### src/rtl/rom_arbiter.sv
// Shares one combinational ROM read port between instruction fetch (I) and data load (D).
// Round-robin grant, byte-to-word address conversion, registered responses, post-reset boot hold-off.
module rom_arbiter #(
    parameter int DATA_SIZE   = 32,
    parameter int SELEC_SIZE  = 32,
    parameter int BOOT_CYCLES = 4
) (
    input  logic                  clk,
    input  logic                  rst,
    input  logic                  i_req,
    input  logic [SELEC_SIZE-1:0] i_addr,
    output logic                  i_gnt,
    output logic                  i_rvalid,
    output logic [DATA_SIZE-1:0]  i_rdata,
    output logic                  i_rerr,
    input  logic                  d_req,
    input  logic [SELEC_SIZE-1:0] d_addr,
    output logic                  d_gnt,
    output logic                  d_rvalid,
    output logic [DATA_SIZE-1:0]  d_rdata,
    output logic                  d_rerr,
    output logic [SELEC_SIZE-1:0] rom_address,
    input  logic [DATA_SIZE-1:0]  rom_out,
    output logic                  busy
);

    localparam logic ST_BOOT = 1'b0;
    localparam logic ST_RUN  = 1'b1;
    localparam logic RST_STATE = (BOOT_CYCLES == 0) ? ST_RUN : ST_BOOT;
    localparam int CNT_W    = (BOOT_CYCLES > 1) ? $clog2(BOOT_CYCLES) : 1;
    localparam int LAST_INT = (BOOT_CYCLES > 0) ? BOOT_CYCLES - 1 : 0;
    localparam logic [CNT_W-1:0] LAST_CNT = LAST_INT[CNT_W-1:0];

    logic             state_q, state_d;
    logic [CNT_W-1:0] cnt_q, cnt_d;
    logic             last_d_q, last_d_d;
    logic             run;

    logic [SELEC_SIZE-1:0] rom_addr_q, rom_addr_d;
    logic                  i_rvalid_q, i_rvalid_d, d_rvalid_q, d_rvalid_d;
    logic                  i_rerr_q, i_rerr_d, d_rerr_q, d_rerr_d;
    logic [DATA_SIZE-1:0]  i_rdata_q, i_rdata_d, d_rdata_q, d_rdata_d;

    always_ff @(posedge clk or posedge rst) begin
        if (rst) begin
            state_q <= RST_STATE;
            cnt_q   <= '0;
        end else begin
            state_q <= state_d;
            cnt_q   <= cnt_d;
        end
    end

    always_comb begin
        state_d = state_q;
        cnt_d   = cnt_q;
        if (state_q == ST_BOOT) begin
            if (cnt_q == LAST_CNT) state_d = ST_RUN;
            else                   cnt_d   = cnt_q + 1'b1;
        end
    end

    // Grants are gated by rst so nothing is granted while reset is held, even in RUN.
    always_comb begin
        run   = (state_q == ST_RUN) && !rst;
        busy  = (state_q == ST_BOOT);
        i_gnt = run && i_req && (!d_req || last_d_q);
        d_gnt = run && d_req && (!i_req || !last_d_q);
    end

    always_comb begin
        last_d_d   = last_d_q;
        rom_addr_d = rom_addr_q;
        i_rvalid_d = i_gnt;
        d_rvalid_d = d_gnt;
        i_rdata_d  = i_rdata_q;
        i_rerr_d   = i_rerr_q;
        d_rdata_d  = d_rdata_q;
        d_rerr_d   = d_rerr_q;
        if (i_gnt) begin
            last_d_d   = 1'b0;
            rom_addr_d = {2'b00, i_addr[SELEC_SIZE-1:2]};
            i_rerr_d   = (i_addr[1:0] != 2'b00);
            i_rdata_d  = (i_addr[1:0] == 2'b00) ? rom_out : '0;
        end else if (d_gnt) begin
            last_d_d   = 1'b1;
            rom_addr_d = {2'b00, d_addr[SELEC_SIZE-1:2]};
            d_rerr_d   = (d_addr[1:0] != 2'b00);
            d_rdata_d  = (d_addr[1:0] == 2'b00) ? rom_out : '0;
        end
    end

    always_ff @(posedge clk or posedge rst) begin
        if (rst) begin
            last_d_q   <= 1'b1;
            rom_addr_q <= '0;
            i_rvalid_q <= 1'b0;
            d_rvalid_q <= 1'b0;
            i_rdata_q  <= '0;
            i_rerr_q   <= 1'b0;
            d_rdata_q  <= '0;
            d_rerr_q   <= 1'b0;
        end else begin
            last_d_q   <= last_d_d;
            rom_addr_q <= rom_addr_d;
            i_rvalid_q <= i_rvalid_d;
            d_rvalid_q <= d_rvalid_d;
            i_rdata_q  <= i_rdata_d;
            i_rerr_q   <= i_rerr_d;
            d_rdata_q  <= d_rdata_d;
            d_rerr_q   <= d_rerr_d;
        end
    end

    assign rom_address = rom_addr_d;
    assign i_rvalid    = i_rvalid_q;
    assign i_rdata     = i_rdata_q;
    assign i_rerr      = i_rerr_q;
    assign d_rvalid    = d_rvalid_q;
    assign d_rdata     = d_rdata_q;
    assign d_rerr      = d_rerr_q;

endmodule

### config.mk
export PLATFORM = sky130hd
export DESIGN_NAME = rom_arbiter
export DESIGN_NICKNAME = d
export VERILOG_FILES = /design/src/rtl/rom_arbiter.sv
export SDC_FILE = /design/constraint.sdc
export NUM_CORES = 1
export LEC_CHECK = 0
export ABC_AREA = 1
export CORE_UTILIZATION = 39
export CTS_CLUSTER_DIAMETER = 30
export DETAILED_ROUTE_END_ITERATION = 6
export GPL_TIMING_DRIVEN = 1
export PLACE_DENSITY = 0.76
export RECOVER_POWER = 50
export SYNTH_ARGS = -nofsm -noshare
export SYNTH_HDL_FRONTEND = slang
export SYNTH_SLANG_ARGS = --single-unit
### constraint.sdc
create_clock -name clk -period 3.45 [get_ports clk]
set_input_delay 0.345 -clock clk [delete_from_list [all_inputs] [get_ports clk]]
set_output_delay 0.345 -clock clk [all_outputs]
set_load 0.1 [all_outputs]
==> impl_metrics.env <==
export IMPL_violations="capacitance limit, slew limit"
export IMPL_cts_tree="yes"
export IMPL_rows=39
export IMPL_synth_xor_area_frac=0.00192
export IMPL_gp_congestion=0.834
export IMPL_crit_path_end_kind="primary output"
export IMPL_powerDensity_nw_per_um2=632
export IMPL_ios=203
export IMPL_syn_cell_area_um2=4560
export IMPL_synth_simple_area_share=0.336
export IMPL_dpl_hpwl_um=9140
export IMPL_hold_path_class="flip-flop to flip-flop"
export IMPL_dp_slack_ns=0.624
export IMPL_antenna_found_initial=0
export IMPL_leakage_nw=3.79
export IMPL_post_cts_buffers=0
export IMPL_grt_max_degree=64
export IMPL_crit_required_ns=3.11
export IMPL_drive_gt1_frac=0.0854
export IMPL_die_h_um=110
export IMPL_fin_crit_sh=0.853
export IMPL_cts_root_buf="clkbuf_16"
export IMPL_avgRoutedWirePerCell_um=14.4
export IMPL_yosysWarnings=0
export IMPL_syn_num_nets=668
export IMPL_worst_slack_ns=0.506
export IMPL_synth_area_mux_share=0
export IMPL_max_cap_violations=1
export IMPL_viasPerCell=4.82
export IMPL_gr_total_overflow=0
export IMPL_start_util=0.399
export IMPL_synth_compound_area_frac=0.00110
export IMPL_die_area_um2=12100
export IMPL_vias=4361
export IMPL_max_freq_mhz=340
export IMPL_cts_hold_buffers=0
export IMPL_tns_ns=0
export IMPL_cts_resized=0
export IMPL_fillers=967
export IMPL_numPortBuffers=202
export IMPL_arrival_ns=2.60
export IMPL_clock_latency_ns=0.34
export IMPL_cts_path_max_buffers=2
export IMPL_multi_input_area_um2=1550
export IMPL_syn_avg_cell_area_um2=8.03
export IMPL_setup_violations=0
export IMPL_ys_types=21
export IMPL_grt_usage=0.218
export IMPL_core_area_um2=11400
export IMPL_post_route_min_period_ns=2.94
export IMPL_synth_top_family_by_area="simple AND/OR/NAND/NOR gates"
export IMPL_drt_pass1_iter_count=5
export IMPL_layout_common_cells="nand2_1 (289), clkdlybuf4s50_1 (154), dfrtp_1 (103)"
export IMPL_critPathLaunchType="input port"
export IMPL_synthCells=567
export IMPL_peakVddDrop_mv=0.382
export IMPL_cts_made_buffers=9
export IMPL_wl_um=13000
export IMPL_final_hold_viol_count=0
export IMPL_drtIter0Drc=291
export IMPL_drc=0
export IMPL_slew_violations=54
export IMPL_grt_first_pass_wirelength_um=20300
export IMPL_p_total_mw=4.60
export IMPL_htreeDepth=3
export IMPL_ys_ff_latch=104
export IMPL_fin_skew_ns=0.0124
export IMPL_synth_adder_area_share=0.00275
export IMPL_area_growth_pct=59.8
export IMPL_cp_startpoint="rst"
export IMPL_path_clk_slew_ns=0.07
export IMPL_min_from="cnt_q[1]$_DFFE_PP0P_"
export IMPL_grt_pass1_vias=4177
export IMPL_whs_path_depth=2
export IMPL_antennaDiodeCount=0
export IMPL_clock_sinks=104
export IMPL_final_nets=857
export IMPL_r2r_cells=7
export IMPL_timing_rr_start="state_q$_DFF_PP0_"
export IMPL_worst_slew_pin_transition_ns=2.06
export IMPL_layout_commonest_cell="nand2_1"
export IMPL_worstSetupPathType="input port to primary output"
export IMPL_slew_headroom=-0.377
export IMPL_grt_setup_unrepaired="no"
export IMPL_cp_max_fo=36
export IMPL_status="finished, violations left"
export IMPL_regArea_um2=2600
export IMPL_drtAntennaViolNets=0
export IMPL_die_w_um=110
export IMPL_synth_seq_area_share=0.572
[final cells by class]
type | count | share of cell area
inverters | 66 | 0.0340
well taps | 143 | 0.0246
repair buffers | 209 | 0.333
flip-flops and latches | 104 | 0.358
clock buffers | 10 | 0.0314
clock inverters | 6 | 0.00687
multi-input cells | 366 | 0.212
[per-stage QoR]
step                      hold slack [ns]  cell area [µm²]  cells  utilization
final                               0.479             7280    904        0.638
after global routing                0.505             7280    904        0.638
after CTS                           0.484             7300    904        0.639
after detailed placement            0.464             7020    888        0.615
after global placement              0.458             7020    888        0.615
after floorplan                     0.446             4560    567            -
[final timing paths]
check / to / slack (ns)
setup reg to reg: i_rdata[23]$_DFFE_PP0P_ / 1.09
hold / removal: cnt_q[1]$_DFFE_PP0P_ / 0.48
max in group asynchronous: i_rdata[0]$_DFFE_PP0P_ / 0.99
min in group asynchronous: rom_addr_q[24]$_DFF_PP0_ / 1.27
setup / recovery: rom_address[13] / 0.51
hold reg to reg: cnt_q[1]$_DFFE_PP0P_ / 0.48
[cell usage after synthesis]
master / instances / area share
nand2_1: 289 / 0.24
dfrtp_1: 103 / 0.57
inv_1: 64 / 0.053
nand3_1: 30 / 0.033
nand4_1: 30 / 0.041
buf_2: 15 / 0.016
clkbuf_1: 13 / 0.011
nor2_1: 7 / 0.0058
inv_2: 2 / 0.0016
nor2_4: 2 / 0.0049
or2_2: 2 / 0.0027
buf_1: 1 / 0.00082
buf_4: 1 / 0.0016
buf_6: 1 / 0.0025
dfstp_2: 1 / 0.0058
ha_1: 1 / 0.0027
nand3_2: 1 / 0.0022
nand3_4: 1 / 0.0038
nor2_8: 1 / 0.0044
o21ai_0: 1 / 0.0011
xor2_1: 1 / 0.0019
[kinds of logic (layout without fill, tap and decap cells)]
| kind of cell | after synthesis | count (layout) |
|---|---|---|
| fa+ha+maj | 1 | 1 |
| simple gates | 363 | 363 |
| compound gates | 1 | 1 |
| buf+inv | 97 | 291 |
| flops | 104 | 104 |
| xor+xnor | 1 | 1 |
[worst max-delay path: stages]
cell	delay, ns
dlygate4sd3_1	0.62
nor2_8	0.40
nand3_1	0.19
inv_2	0.53
nand2_1	0.10
nand2_1	0.19
buf_12	0.20
[report_power, final]
part           internal [mW]  switching (mW)
sequential              1.38          0.0667
combinational          0.628            1.58
clock                  0.500           0.452
total                   2.50            2.09
[sequential cells by signal (all words and copies together), names as in the netlist]
| name | cells |
|---|---|
| cnt_q | 2 |
| d_rdata | 32 |
| d_rerr | 1 |
| d_rvalid | 1 |
| i_rdata | 32 |
| i_rerr | 1 |
| i_rvalid | 1 |
| last_d_q | 1 |
| rom_addr_q | 32 |
| state_q | 1 |
[routing by layer]
metal / up-vias / track usage / wire [µm]
li1: 2109 / - / -
met1: 2042 / 0.282 / 5480
met2: 182 / 0.358 / 6130
met3: 28 / 0.0470 / 1040
met4: 0 / 0.0857 / 316
met5: - / 0 / 0
(Power assumes the default switching activity.)
==> patch 1, RTL diff (config.mk and constraints unchanged) <==
Set the parameter `SELEC_SIZE` to 16 (it was 32).
--- a/src/rtl/rom_arbiter.sv
+++ b/src/rtl/rom_arbiter.sv
@@ -2,7 +2,7 @@
 // Round-robin grant, byte-to-word address conversion, registered responses, post-reset boot hold-off.
 module rom_arbiter #(
     parameter int DATA_SIZE   = 32,
-    parameter int SELEC_SIZE  = 32,
+    parameter int SELEC_SIZE  = 16,
     parameter int BOOT_CYCLES = 4
 ) (
     input  logic                  clk,
Interface: changed (resized d_addr, i_addr and rom_address); port bits go from 203 to 155. The function was not compared with the original's and may differ.
==> patch 1 against the original RTL <==
- the flow still finishes with violations (max-capacitance violations, max-slew violations)
- via count is 27% lower
- cell area is 23% lower
- setup slack better by 140 ps
- wire length is 25% lower
- non-clock buffer count is 49 lower
- power is 27% lower
- synthesized area is 19% lower
- sequential cell count is 16 lower
- largest power group unchanged
==> patch 1: results (changes against the original RTL) <==
| Metric | Value |
|---|---|
| LEAKAGE | 2.86 nW (-24%) |
| Crit Reg-Reg Endpoint | d_rdata[16]$_DFFE_PP0P_ |
| Synth Area in XOR/XNOR | 0.237% (+0.044 points) |
| Final Max Tran Viols | 46 (-15%) |
| Met1 wire length | 4.08 mm (-26%) |
| Max-cap viol count | 1 (unchanged) |
| Transition time of the tightest slew-check pin | 2090 ps (+31.0 ps) |
| Hold Path Stages | 1 (-1) |
| CTS Sinks | 88 (-15%) |
| DP Wirelength | 6.96 mm (-24%) |
| Layout Skew | 9.71 ps (-2.69 ps) |
| Vias | 3203 (-27%) |
| Critical path fanouts, max | 20 (-44%) |
| Final nets | 648 (-24%) |
| Synth cell types | 19 (-9.5%) |
| Root buffer cell | clkbuf_8 |
| Post-synthesis sequential area ratio | 59.6% (+2.4 points) |
| Starting DRT DRC Count | 181 (-38%) |
| Pre-CTS setup slack | 742 ps (+117 ps) |
| Worst R2R Path Depth | 6 (-1) |
| Compound-Gate Fraction of Synth Area | 0.135% (+0.025 points) |
| Top area cells in the synthesized netlist | dfrtp_1, nand2_1, inv_1 |
| Post-Synth Adder-Cell Area | 0.338% (+0.064 points) |
| PortBufs | 154 (-24%) |
| Violated checks | max-capacitance violations, max-slew violations |
| Status | finished, violations left |
| Met2 WL | 4.69 mm (-23%) |
| P_sw | 0.00153 W (-27%) |
| First-pass GRT wire length | 16.1 mm (-21%) |
| Largest net degree at the start of global routing | 47 (-27%) |
| Post-synth top cells | nand2_1, dfrtp_1, inv_1, nand3_1, nand4_1 |
| Placer Congestion | 0.808 (-3.1%) |
| Flop2flop setup slack | 910 ps (-180 ps) |
| Vias in the first global route | 3327 (-20%) |
| HP Start | cnt_q[0]$_DFFE_PP0P_ |
| Worst r2r src | last_d_q$_DFFE_PP1P_ |
| Met3 routed WL | 731 um (-30%) |
## patch 1: cell types whose count changed after synthesis, sizes merged
cell | before | now
nand2 | 289 | 241
inv | 66 | 34
dfrtp | 103 | 87
nand3 | 32 | 16
nand4 | 30 | 14
clkbuf | 13 | 1
buf | 18 | 20
## patch 1: worst max path at each step
stage | slack, ps | end
6_report | 650 | rom_address[11]
5_1_grt | 290 | i_rdata[12]$_DFFE_PP0P_
4_1_cts | 760 | rom_address[14]
3_5_place_dp | 740 | d_rdata[11]$_DFFE_PP0P_
3_3_place_gp | 810 | d_rdata[29]$_DFFE_PP0P_
2_1_floorplan | 490 | rom_address[14]
## patch 1: routing by layer
metal	vias to the layer above	global-route usage [%]
met5	-	0
met4	0	7.81
met3	17	5.48
met2	119	34.7
met1	1472	25.9
li1	1595	-
## patch 1: final cells by class
type	instances	area (um^2)
Multi-Input combinational cell	286	1180
Fill cell	790	3610
Clock inverter	4	22.5
Clock buffer	11	131
Sequential cell	88	2200
Inverter	34	129
Tap cell	111	139
Timing Repair Buffer	160	1780
## patch 1: power groups by stage
stage | logic (W) | clock network, W | registers [W]
after floorplan | 0.000484 | 0 | 0.00181
after global placement | 0.00155 | 0 | 0.00122
after detailed placement | 0.00156 | 0 | 0.00122
after CTS | 0.00156 | 0.000617 | 0.00121
after global routing | 0.00161 | 0.000661 | 0.00122
final | 0.00155 | 0.000593 | 0.00121
## patch 1: cells by family (layout without fill, tap and decap cells)
family                     Yosys count  after routing
buffers and inverters               55            209
AOI/OAI and AO/OA                    1              1
xor gates and xnor gates             1              1
and+or+nand+nor                    283            283
DFF                                 88             88
adders and majority gates            1              1
## patch 1: stage by stage
stage          total power, W  std cells  area, um^2  hold WS [ps]
6_report              0.00335        694        5580           482
5_1_grt               0.00349        694        5580           508
4_1_cts               0.00339        694        5610           486
3_5_place_dp          0.00278        679        5460           464
3_3_place_gp          0.00277        679        5460           460
2_1_floorplan         0.00229        429        3700           446
## patch 1: worst max-delay path: stages
cell,delay [ps]
dlygate4sd3_1,640
nor2_8,260
nand3_1,160
inv_1,550
nand2_1,100
nand2_1,190
buf_12,200
==> patch 2, RTL diff (same flow settings) <==
Made on the original files. `rom_addr_q`, `i_rdata_q` and `d_rdata_q` no longer have a reset.
--- a/src/rtl/rom_arbiter.sv
+++ b/src/rtl/rom_arbiter.sv
@@ -93,23 +93,23 @@
     always_ff @(posedge clk or posedge rst) begin
         if (rst) begin
             last_d_q   <= 1'b1;
-            rom_addr_q <= '0;
             i_rvalid_q <= 1'b0;
             d_rvalid_q <= 1'b0;
-            i_rdata_q  <= '0;
             i_rerr_q   <= 1'b0;
-            d_rdata_q  <= '0;
             d_rerr_q   <= 1'b0;
         end else begin
             last_d_q   <= last_d_d;
-            rom_addr_q <= rom_addr_d;
             i_rvalid_q <= i_rvalid_d;
             d_rvalid_q <= d_rvalid_d;
-            i_rdata_q  <= i_rdata_d;
             i_rerr_q   <= i_rerr_d;
-            d_rdata_q  <= d_rdata_d;
             d_rerr_q   <= d_rerr_d;
         end
+    end
+
+    always_ff @(posedge clk) begin
+        rom_addr_q <= rom_addr_d;
+        i_rdata_q  <= i_rdata_d;
+        d_rdata_q  <= d_rdata_d;
     end
 
     assign rom_address = rom_addr_d;
Check against the original RTL: differs if rst is asserted again (counterexample within 10 cycles, from zero or initial values and one cycle with rst high); with rst held inactive, the same outputs for 10 cycles.
==> patch 2 against the original RTL <==
- clock power fell by 26%
- the run still ends with max-capacitance violations, max-slew violations left
- core utilization rose by 0.35 points
- highest routed layer unchanged
- sequential cell count did not move
- cell area fell by 4.5%
- synthesized area fell by 4.7%
- setup slack improved by 8.3 ps
- power fell by 18%
- global-route usage fell by 2.0 points
- critical endpoint is now i_gnt
- wire length fell by 13%
==> patch 2: results (changes against the original RTL) <==
| Metric | Value |
|---|---|
| Seq Cell Count | 104 (unchanged) |
| DRT Wirelength | 11.3 mm (-13%) |
| Final Max Tran Viols | 34 (-37%) |
| Max-cap viol count | 1 (unchanged) |
| Clock slew at the register clock pins of the worst setup and hold paths | 90 ps (+20 ps) |
| Post-DP Area | 6790 um^2 (-3.3%) |
| Violated checks | max-capacitance violations, max-slew violations |
| Fill cells | 866 (-10%) |
| Grt met1 use | 22.1% (-6.1 points) |
| Status | finished, violations left |
| Avg Vias per Cell | 4.62 (-4.2%) |
| Multi-input gate count | 239 (-35%) |
| Top area cells in the synthesized netlist | edfxtp_1, dfxtp_1, nand2_1 |
| Critical path fanouts, max | 40 (+11%) |
| Die W | 108 um (-2.3%) |
| Initial DRT Pass Iterations | 4 (-1) |
| Vias in the first global route | 3613 (-14%) |
| Post-synth top cells | nand2_1, inv_1, nor2_1, edfxtp_1, dfxtp_1 |
| Syn nets | 571 (-15%) |
| Final Instance Area | 6950 um^2 (-4.5%) |
| Hold Path Class | in2async |
| LEAKAGE | 3.17 nW (-16%) |
| Final nets | 765 (-11%) |
| Layout Skew | 15.2 ps (+2.83 ps) |
| Largest net degree at the start of global routing | 41 (-36%) |
| Crit path DAT | 2590 ps (about the same) |
| Worst skew pair latency | 370 ps (+30 ps) |
| Inst Count DP | 793 (-11%) |
| Async SR Flop Fraction | 7.69% (-92 points) |
| Non-clk buf share | 34.7% (+1.4 points) |
| Multi-input gate area | 1040 um^2 (-32%) |
| Routed length per instance | 13.9 um (-2.8%) |
| DP Wirelength | 8.37 mm (-8.4%) |
| Placer Congestion | 0.767 (-8.0%) |
| Total Routing Usage GR | 19.8% (-2.0 points) |
| Pre-CTS setup slack | 708 ps (+83.9 ps) |
| Fraction of area in registers | 39.8% (+4.0 points) |
| VDD IR-drop max | 0.334 mV (-13%) |
| Clock tree cell share of total cell area | 2.54% (-1.3 points) |
| Clock buffer count | 9 (-1) |
| Root buffer cell | clkbuf_8 |
| Transition time of the tightest slew-check pin | 2010 ps (-55.8 ps) |
| Layout cells sized above 1 | 8.97% (+0.43 points) |
| Crit path largest cell delay | 550 ps (-70 ps) |
| Post-synthesis sequential area ratio | 63.7% (+6.5 points) |
| Non-clk invs | 101 (+53%) |
## patch 2: cell types whose count changed after synthesis, moves of 2 or more
| cell | before | now |
|---|---|---|
| buf_2 | 15 | 10 |
| buf_4 | 1 | 3 |
| clkbuf_1 | 13 | 10 |
| dfrtp_1 | 103 | 7 |
| nor2_1 | 7 | 68 |
| nand2_1 | 289 | 102 |
| inv_1 | 64 | 98 |
| buf_6 | 1 | 3 |
| dfxtp_1 | 0 | 32 |
| edfxtp_1 | 0 | 64 |
## patch 2: final timing paths
check | slack [ps] | cells past startpoint | endpoint | start
max | 510 | 8 | i_gnt | rst
min | 400 | 2 | i_rerr$_DFFE_PP0P_ | rst
max reg2reg | 1200 | 5 | d_rdata[23]$_SDFFCE_PP0P_ | state_q$_DFF_PP0_
min reg2reg | 480 | 2 | rom_addr_q[31]$_DFF_P_ | rom_addr_q[31]$_DFF_P_
max in group asynchronous | 2750 | 2 | last_d_q$_DFFE_PP1P_ | rst
min in group clk | 480 | 2 | rom_addr_q[31]$_DFF_P_ | rom_addr_q[31]$_DFF_P_
## patch 2: power breakdown
| group | total (W) | internal, W | switching [W] |
|---|---|---|---|
| sequential | 0.00147 | 0.00144 | 0.0000304 |
| combinational | 0.00162 | 0.000507 | 0.00111 |
| clock | 0.000705 | 0.000270 | 0.000435 |
## patch 2: cells by family (layout without fill, tap and decap cells)
family                   count (synthesis)  after routing  share of synthesized area, %
AO/OA/AOI/OAI                            2              2                         0.231
XOR/XNOR                                 1              1                         0.202
adder cells (fa/ha/maj)                  1              1                         0.288
buffers and inverters                  127            326                          12.0
flip-flops                             104            104                          63.7
AND/OR/NAND/NOR                        235            235                          23.6
## patch 2: per-layer routing
metal  wire, um  part of all wire [%]
met5          0                     0
met4        156                   1.4
met3       1340                    12
met2       5470                    48
met1       4320                    38
